## src/rtl/mult_div.sv

```systemverilog
// Multicycle signed multiply/divide unit with architectural HI/LO (mult, div, mthi, mtlo).
// Optional macro DIV_ZERO_DETECT_EN: early exit on divide-by-zero plus sticky div_zero flag.
module mult_div (
    input  logic        clk,
    input  logic        rst,
    input  logic        start,
    input  logic        op,
    input  logic [31:0] a,
    input  logic [31:0] b,
    input  logic        hi_we,
    input  logic        lo_we,
    output logic        busy,
    output logic        done,
    output logic [31:0] hi,
    output logic [31:0] lo
`ifdef DIV_ZERO_DETECT_EN
    ,
    output logic        div_zero
`endif
);

    typedef enum logic [1:0] {IDLE, MULT, DIV, FIX} state_t;

    state_t      state_reg, state_next;
    logic [4:0]  count_reg;
    logic        op_reg;
    logic        sign_a_reg;
    logic        sign_b_reg;
    logic [31:0] operand_reg;
    logic [63:0] work_reg;
    logic        skip_write;

    logic [31:0] abs_a, abs_b;
    logic [32:0] mult_sum;
    logic [63:0] mult_step;
    logic [32:0] rem_shift;
    logic        rem_ge;
    logic [31:0] rem_diff;
    logic [63:0] div_step;
    logic [63:0] prod_signed;
    logic [31:0] quot_signed, rem_signed;
    logic [63:0] fix_result;
    logic        zero_div;

    assign abs_a = a[31] ? (~a + 32'd1) : a;
    assign abs_b = b[31] ? (~b + 32'd1) : b;

`ifdef DIV_ZERO_DETECT_EN
    logic zero_reg;
    assign zero_div   = op && (b == 32'd0);
    assign skip_write = zero_reg;
`else
    assign zero_div   = 1'b0;
    assign skip_write = 1'b0;
`endif

    // Multiply: upper half accumulates, multiplier bits shift out of the lower half.
    assign mult_sum  = {1'b0, work_reg[63:32]} + (work_reg[0] ? {1'b0, operand_reg} : 33'd0);
    assign mult_step = {mult_sum, work_reg[31:1]};

    // Restoring divide: {remainder, dividend/quotient}; the shifted remainder needs 33 bits.
    assign rem_shift = work_reg[63:31];
    assign rem_ge    = rem_shift >= {1'b0, operand_reg};
    assign rem_diff  = rem_shift[31:0] - operand_reg;
    assign div_step  = rem_ge ? {rem_diff, work_reg[30:0], 1'b1} : {work_reg[62:0], 1'b0};

    assign prod_signed = (sign_a_reg ^ sign_b_reg) ? (~work_reg + 64'd1) : work_reg;
    assign quot_signed = (sign_a_reg ^ sign_b_reg) ? (~work_reg[31:0] + 32'd1) : work_reg[31:0];
    assign rem_signed  = sign_a_reg ? (~work_reg[63:32] + 32'd1) : work_reg[63:32];
    assign fix_result  = op_reg ? {rem_signed, quot_signed} : prod_signed;

    assign busy = (state_reg != IDLE);

    always_ff @(posedge clk or posedge rst) begin
        if (rst) begin
            state_reg <= IDLE;
        end else begin
            state_reg <= state_next;
        end
    end

    always_comb begin
        state_next = state_reg;
        case (state_reg)
            IDLE: begin
                if (start) begin
                    if (zero_div) begin
                        state_next = FIX;
                    end else begin
                        state_next = op ? DIV : MULT;
                    end
                end
            end
            MULT, DIV: begin
                if (count_reg == 5'd31) begin
                    state_next = FIX;
                end
            end
            FIX:     state_next = IDLE;
            default: state_next = IDLE;
        endcase
    end

    always_ff @(posedge clk or posedge rst) begin
        if (rst) begin
            done        <= 1'b0;
            hi          <= 32'd0;
            lo          <= 32'd0;
            count_reg   <= 5'd0;
            op_reg      <= 1'b0;
            sign_a_reg  <= 1'b0;
            sign_b_reg  <= 1'b0;
            operand_reg <= 32'd0;
            work_reg    <= 64'd0;
`ifdef DIV_ZERO_DETECT_EN
            zero_reg    <= 1'b0;
            div_zero    <= 1'b0;
`endif
        end else begin
            done <= (state_reg == FIX);
            case (state_reg)
                IDLE: begin
                    if (start) begin
                        op_reg      <= op;
                        sign_a_reg  <= a[31];
                        sign_b_reg  <= b[31];
                        count_reg   <= 5'd0;
                        operand_reg <= op ? abs_b : abs_a;
                        work_reg    <= {32'd0, op ? abs_a : abs_b};
`ifdef DIV_ZERO_DETECT_EN
                        zero_reg    <= zero_div;
                        div_zero    <= 1'b0;
`endif
                    end else begin
                        if (hi_we) begin
                            hi <= a;
                        end
                        if (lo_we) begin
                            lo <= a;
                        end
                    end
                end
                MULT: begin
                    work_reg  <= mult_step;
                    count_reg <= count_reg + 5'd1;
                end
                DIV: begin
                    work_reg  <= div_step;
                    count_reg <= count_reg + 5'd1;
                end
                FIX: begin
                    if (!skip_write) begin
                        hi <= fix_result[63:32];
                        lo <= fix_result[31:0];
                    end
`ifdef DIV_ZERO_DETECT_EN
                    if (zero_reg) begin
                        div_zero <= 1'b1;
                    end
`endif
                end
                default: ;
            endcase
        end
    end

endmodule
```

## config.mk

```make
export PLATFORM = sky130hd
export DESIGN_NAME = mult_div
export DESIGN_NICKNAME = d
export VERILOG_FILES = /design/src/rtl/mult_div.sv
export SDC_FILE = /design/constraint.sdc
export NUM_CORES = 1
export LEC_CHECK = 0
export ABC_AREA = 0
export CORE_UTILIZATION = 64
export DETAILED_ROUTE_END_ITERATION = 8
export GPL_TIMING_DRIVEN = 0
export HOLD_SLACK_MARGIN = 0.1
export PLACE_DENSITY = 0.95
export SLEW_MARGIN = 20
export SYNTH_ARGS = -nofsm -noshare
export SYNTH_HDL_FRONTEND = slang
export SYNTH_SLANG_ARGS = --single-unit
```

## constraint.sdc

```tcl
create_clock -name clk -period 14.6 [get_ports clk]
set_clock_uncertainty 0.05 [all_clocks]
set_input_delay 2.19 -clock clk [delete_from_list [all_inputs] [get_ports clk]]
set_output_delay 2.19 -clock clk [all_outputs]
set_load 0.02 [all_outputs]
```

Word-level counts from Yosys, hierarchy flattened
Index checks and enable logic that the tools add are counted.
Widths: inputs -> output; s select.

operators by class
  add/sub/neg operators = 8
  magnitude comparators = 1
  equal/unequal tests = 9
  mux-type cells = 24
  bitwise gates (word level) = 6
  reductions and logical operators = 12

operators with widths
  operator               number
  $mux 32                11
  $mux 64                4
  $pmux 64 s3            1
  $add 32x1->32 const B  4
  $not 32->32            4
  $pmux 32 s2            2
  $add 64x1->64 const B  1
  $not 64->64            1
  $add 32x32->33         1
  $ge 33x32->1           1
  $sub 32x32->32         1
  $pmux 5 s2             1
  $ne 2x2->1 const B     4
  $reduce_and 2->1       4
  $mux 2                 3
  $pmux 2 s3             1
  $reduce_and 3->1       2
  $reduce_bool 2->1      3
  $add 5x1->5 const B    1
  $eq 5x5->1 const B     1
  $mux 5                 1
  $eq 2x2->1 const B     2
  $reduce_bool 3->1      1
  $eq 2x1->1 const B     1
  4 further kinds        4

word-level totals
  bits in registers = 171
  output and inout port bits = 66

Depth between registers and ports, before layout
  word-level depth = 6
  depth in mapped cells = 14
  gate-level depth less buffers = 12

Worst setup path before layout
Ideal clock, no wire load.

  path type = in2reg
  from = in a[11]
  to = reg work_reg[27]
  library setup time = 0.126 ns
  data arrival time = 4.129 ns
  required time = 14.424 ns
  path slack = 10.295 ns
  stages on the path = 8
  path buffers = 0
  cell sequence = or4_1 nor4_1 nand3_1 or2_1 o21ai_1 xor2_1 mux2i_1 a221o_1

on the way
  cells in the longest elaborated chain, start to end = 6

ends and longest elaborated chain
  item                    RTL line  text
  start: declaration      8         input logic [31:0] a,
  $not 32->32             45        assign abs_a = a[31] ? (~a + 32'd1) : a;
  $add 32x1->32           45
  $mux 32                 45
  $mux 32                 129       work_reg <= {32'd0, op ? abs_a : abs_b};
  $mux 64                 123       if (start) begin
  $pmux 64 s3             121       case (state_reg)
  end signal: assignment  129
  end signal: assignment  144       work_reg <= mult_step;
  end signal: assignment  148       work_reg <= div_step;
  end: declaration        30        logic [63:0] work_reg;

No other way between the ends. The select of a mux whose other input is x is not followed.
A chain may end at the register's enable or synchronous reset.

Final worst setup path
  from = in a[11]
  to = reg work_reg[21]

Same word-level chain as after synthesis.

==> summary by stage <==
Status
The flow ran to the end, but the final reports show violations. The checks that failed: design-rule violations.

Clock network
TritonCTS built the clock tree. The CTS buffer count is 17. Post-CTS repair changed the size of 0 cells. The H-tree was split into 4 levels.

After clock tree synthesis, the clock-pin slew on the worst setup and hold paths is roughly 0.070 ns. The post-CTS setup-driven buffer insertion count is 0. The number of clock sinks seen by CTS is roughly 170. The clock latency at the later pin of the worst-skew pair is 0.46 ns. The buffer levels on the longest clock path is 2. For this design, the CTS-stage hold fixing added 0 buffers.

The cell at the root of the clock tree is sky130_fd_sc_hd__clkbuf_16.

Timing
Setup violations remaining at the end of the flow were counted as 0. Headroom to the max-slew limit came out at 19.6%. The number of slew-limit violations in the final report is 0. Hold timing on the final database bottoms out at a slack of about 0.43 ns. The final-report hold violation count is 0. Dividing the final minimum period by the clock period gives 35.2%. Setup repair after global routing left no endpoint under its margin.

The post-route minimum period is 5.13 ns. The setup total negative slack is 0 ns. For this run, the top clock speed supported by timing is around 0.2 GHz. At the pin with the least slew margin, the transition time is 1.20 ns.

Placement
The standard cell area after detailed placement is around 17,000 um^2. Routability-driven placement finished with a final weighted congestion of 1.05. The placed wire-length estimate after detailed placement is 46.2 mm. The count of port buffers added during placement is 132.

Drt
The total wire length is 59.4 mm. In this run, the number of DRC markers left after iteration 0 of detailed routing was 2,579. The number of vias after detailed routing is 16,600. After detailed routing, the number of remaining DRC violations is 43. After detailed routing, the number of vias per cell comes to just over 7. In the final routed layout, each cell accounts on average for 25.5 um. In this run the remaining antenna-violating nets after routing total 0. The first-pass iteration count of the detailed router is 9.

Power
Combinational cells account for 70.1% of the total power. The power spent charging and discharging nets is roughly 2.5 mW. VDD sags by at most 0.000133 V. The total power density per cell area is 270 nW/um^2. The switching share of power is 55.2%. Sequential cells account for between 10% and 20% of the total power.

The part of the total power dissipated in the clock network is 10.0%. The leakage power is 7.31 nW. The internal power of the cells totals 2.07 mW.

Global routing
The number of antenna violations at the first check in global routing is 0. The largest net degree at the start of global routing is 104. After global routing the overflow that remains totals 0. The via count of the first global-routing pass is 15,800. The global-route wire length before repair is between 90 and 100 mm. The overall fraction of global-route tracks in use is approximately half.

Setup path
The worst-path maximum fanout is 7. The launch point of the worst reg-to-reg path is work_reg[0]$_DFFE_PP0P_. The minimum setup slack among reg-to-reg paths is slightly below 10 ns. The worst register-to-register path ends at work_reg[62]$_DFFE_PP0P_. The classification of the worst setup path is in -> reg. The worst setup path is launched from an input pin. Data on the critical path arrives at its endpoint at 5.42 ns. The critical path starts at a[11].

The cell count of the worst reg-to-reg path is 13. In this run the worst setup path terminates at work_reg[21]$_DFFE_PP0P_. The nature of the critical path endpoint is a register. Data on the critical path is required at its endpoint by 14.88 ns.

Final layout
The antenna diode count is 0. Of the cells placed in the final design, the portion with a size suffix greater than 1 is 3.52%. The area of all placed cells without fillers is 17,100 um^2. The final layout contains 2,178 nets. The area added between synthesis and finish is 15.4%. The register with the most flip-flops in the layout has 64 of them.

Logic synthesis
The number of different library cells used by synthesis comes to 78. The number of instances in the synthesized netlist is 1,880. Yosys mapped a number of flops with a built-in enable equal to 0.

Each instance of the synthesized netlist takes up on average 7.90 um^2. Counting flops and latches in the post-synthesis netlist gives ~170. Counting flops with an async set or reset pin after synthesis yields a share of 100%. Of the synthesized area, sequential elements account for 28.8%. The synthesized netlist occupies a cell area of 14,800 um^2. For this run, the leading register cell type out of synthesis is sky130_fd_sc_hd__dfrtp_1. Yosys printed 0 warnings. The total nets after synthesis is 2,026.

Hold path
The cell count of the worst hold path is 1. The path type of the worst min-delay path is reg -> reg.

Floorplanning
In this run the count of I/O pins placed on the die edge is 136. The initial core utilization is about two thirds. The width of the die is 154 um.

The chip height is 154 um. The die covers 23,800 um^2. The area of the placeable core is 22,700 um^2.

The floorplan has 55 rows.

Flow run
Across the run, the number of max-cap violations was 0.
## cell type report
class                      instances  area [um^2]
clock inverter                    13          129
fill                            1737         5580
clock buffer                      18          439
multi-input combinational       1516         9830
tap                              285          357
timing repair buffer             133         1350
sequential                       171         4280
inverter                          69          267
buffer                           124          475
## per-stage QoR
step / worst slack (ns) / util [%] / power [mW] / instances
floorplan: 7.73 / - / 2.99 / 1880
global placement: 5.50 / 72.8 / 3.92 / 2297
detailed placement: 9.23 / 72.9 / 4.00 / 2298
CTS: 9.66 / 75.4 / 4.47 / 2329
global route: 9.51 / 75.4 / 4.86 / 2329
finish: 9.47 / 75.4 / 4.62 / 2329
## logic make-up after synthesis
family,after synthesis,share of synthesized area (%)
compound gates,641,28.4
xor+xnor,166,9.79
fa+ha+maj,76,6.51
buf+inv,193,4.95
flops,171,28.8
mux,28,1.93
simple gates,605,19.6
## cell usage after synthesis, types with 9 or more instances
library cell	number	share of area, %
sky130_fd_sc_hd__clkbuf_1	111	2.8
sky130_fd_sc_hd__inv_1	68	1.7
sky130_fd_sc_hd__nand2_1	191	4.8
sky130_fd_sc_hd__or4_1	9	0.46
sky130_fd_sc_hd__o221ai_1	39	2.3
sky130_fd_sc_hd__o211ai_1	18	0.91
sky130_fd_sc_hd__o21ai_0	157	5.3
sky130_fd_sc_hd__o31ai_1	33	1.7
sky130_fd_sc_hd__or3_1	21	0.89
sky130_fd_sc_hd__nor3_1	37	1.2
sky130_fd_sc_hd__xor2_1	78	4.6
sky130_fd_sc_hd__nand3_1	39	1.3
sky130_fd_sc_hd__o41ai_1	14	0.83
sky130_fd_sc_hd__nor2b_1	11	0.46
sky130_fd_sc_hd__a21oi_1	142	4.8
sky130_fd_sc_hd__nand4_1	21	0.89
sky130_fd_sc_hd__xnor2_1	88	5.2
sky130_fd_sc_hd__a31oi_1	17	0.72
sky130_fd_sc_hd__nor2_1	177	4.5
sky130_fd_sc_hd__o21ai_1	10	0.34
sky130_fd_sc_hd__a211oi_1	39	2.0
sky130_fd_sc_hd__a22oi_1	43	2.2
sky130_fd_sc_hd__a21o_1	43	2.2
sky130_fd_sc_hd__dfrtp_1	171	29
sky130_fd_sc_hd__ha_1	74	6.2
sky130_fd_sc_hd__nor4_1	14	0.59
sky130_fd_sc_hd__a221o_1	10	0.67
sky130_fd_sc_hd__nand2b_1	22	0.93
sky130_fd_sc_hd__mux2i_1	23	1.6
sky130_fd_sc_hd__and3_1	18	0.76
## worst max-delay path, cell delays in order
cell and delay (ns):
sky130_fd_sc_hd__clkdlybuf4s50_1 0.61, sky130_fd_sc_hd__or4_1 0.67, sky130_fd_sc_hd__nor4_1 0.28, sky130_fd_sc_hd__nand3_1 0.22, sky130_fd_sc_hd__o41ai_1 0.47, sky130_fd_sc_hd__xor2_1 0.45, sky130_fd_sc_hd__a21oi_1 0.21, sky130_fd_sc_hd__a221o_1 0.29
## routing by layer
metal | track usage (%) | routed length, um
met1 | 64.3 | 21800
met2 | 74.4 | 24600
met3 | 16.0 | 9060
met4 | 29.8 | 3930
met5 | 0 | 0
## layout by cell type (no fill, tap or decap), types with 10 or more instances in the layout
master	synthesis	layout
sky130_fd_sc_hd__clkdlybuf4s50_1	0	132
sky130_fd_sc_hd__nor3_1	37	37
sky130_fd_sc_hd__nand3_1	39	39
sky130_fd_sc_hd__o41ai_1	14	14
sky130_fd_sc_hd__a31oi_1	17	17
sky130_fd_sc_hd__dfrtp_1	171	171
sky130_fd_sc_hd__o221ai_1	39	39
sky130_fd_sc_hd__a21oi_1	142	142
sky130_fd_sc_hd__ha_1	74	74
sky130_fd_sc_hd__nand4_1	21	21
sky130_fd_sc_hd__inv_1	68	67
sky130_fd_sc_hd__a22oi_1	43	43
sky130_fd_sc_hd__mux2i_1	23	23
sky130_fd_sc_hd__a21o_1	43	43
sky130_fd_sc_hd__and3_1	18	18
sky130_fd_sc_hd__nor2b_1	11	11
sky130_fd_sc_hd__nor4_1	14	14
sky130_fd_sc_hd__o31ai_1	33	33
sky130_fd_sc_hd__nor2_1	177	177
sky130_fd_sc_hd__nand2_1	191	191
sky130_fd_sc_hd__or3_1	21	21
sky130_fd_sc_hd__nand2b_1	22	22
sky130_fd_sc_hd__o211ai_1	18	18
sky130_fd_sc_hd__o21ai_0	157	157
sky130_fd_sc_hd__clkbuf_16	0	17
sky130_fd_sc_hd__a211oi_1	39	39
sky130_fd_sc_hd__o21ai_1	10	10
sky130_fd_sc_hd__a221o_1	10	10
sky130_fd_sc_hd__clkbuf_1	111	111
sky130_fd_sc_hd__xnor2_1	88	88
sky130_fd_sc_hd__xor2_1	78	78
## worst min-delay path by stage
| stage | from | end | slack, ns |
|---|---|---|---|
| 2_1_floorplan | operand_reg[2]$_DFFE_PP0P_ | operand_reg[2]$_DFFE_PP0P_ | 0.40 |
| 3_3_place_gp | hi[12]$_DFFE_PP0P_ | hi[12]$_DFFE_PP0P_ | 0.41 |
| 3_5_place_dp | hi[14]$_DFFE_PP0P_ | hi[14]$_DFFE_PP0P_ | 0.42 |
| 4_1_cts | hi[14]$_DFFE_PP0P_ | hi[14]$_DFFE_PP0P_ | 0.43 |
| 5_1_grt | hi[0]$_DFFE_PP0P_ | hi[0]$_DFFE_PP0P_ | 0.45 |
| 6_report | operand_reg[8]$_DFFE_PP0P_ | operand_reg[8]$_DFFE_PP0P_ | 0.43 |
## power by group through the flow
stage	Sequential [mW]	Combinational (mW)	Clock [mW]
2_1_floorplan	0.927	2.06	0
3_3_place_gp	0.894	3.02	0
4_1_cts	0.896	3.12	0.453
6_report	0.918	3.24	0.464
5_1_grt	0.927	3.46	0.472
3_5_place_dp	0.905	3.10	0
No activity file was read; power rests on OpenSTA's default activity.
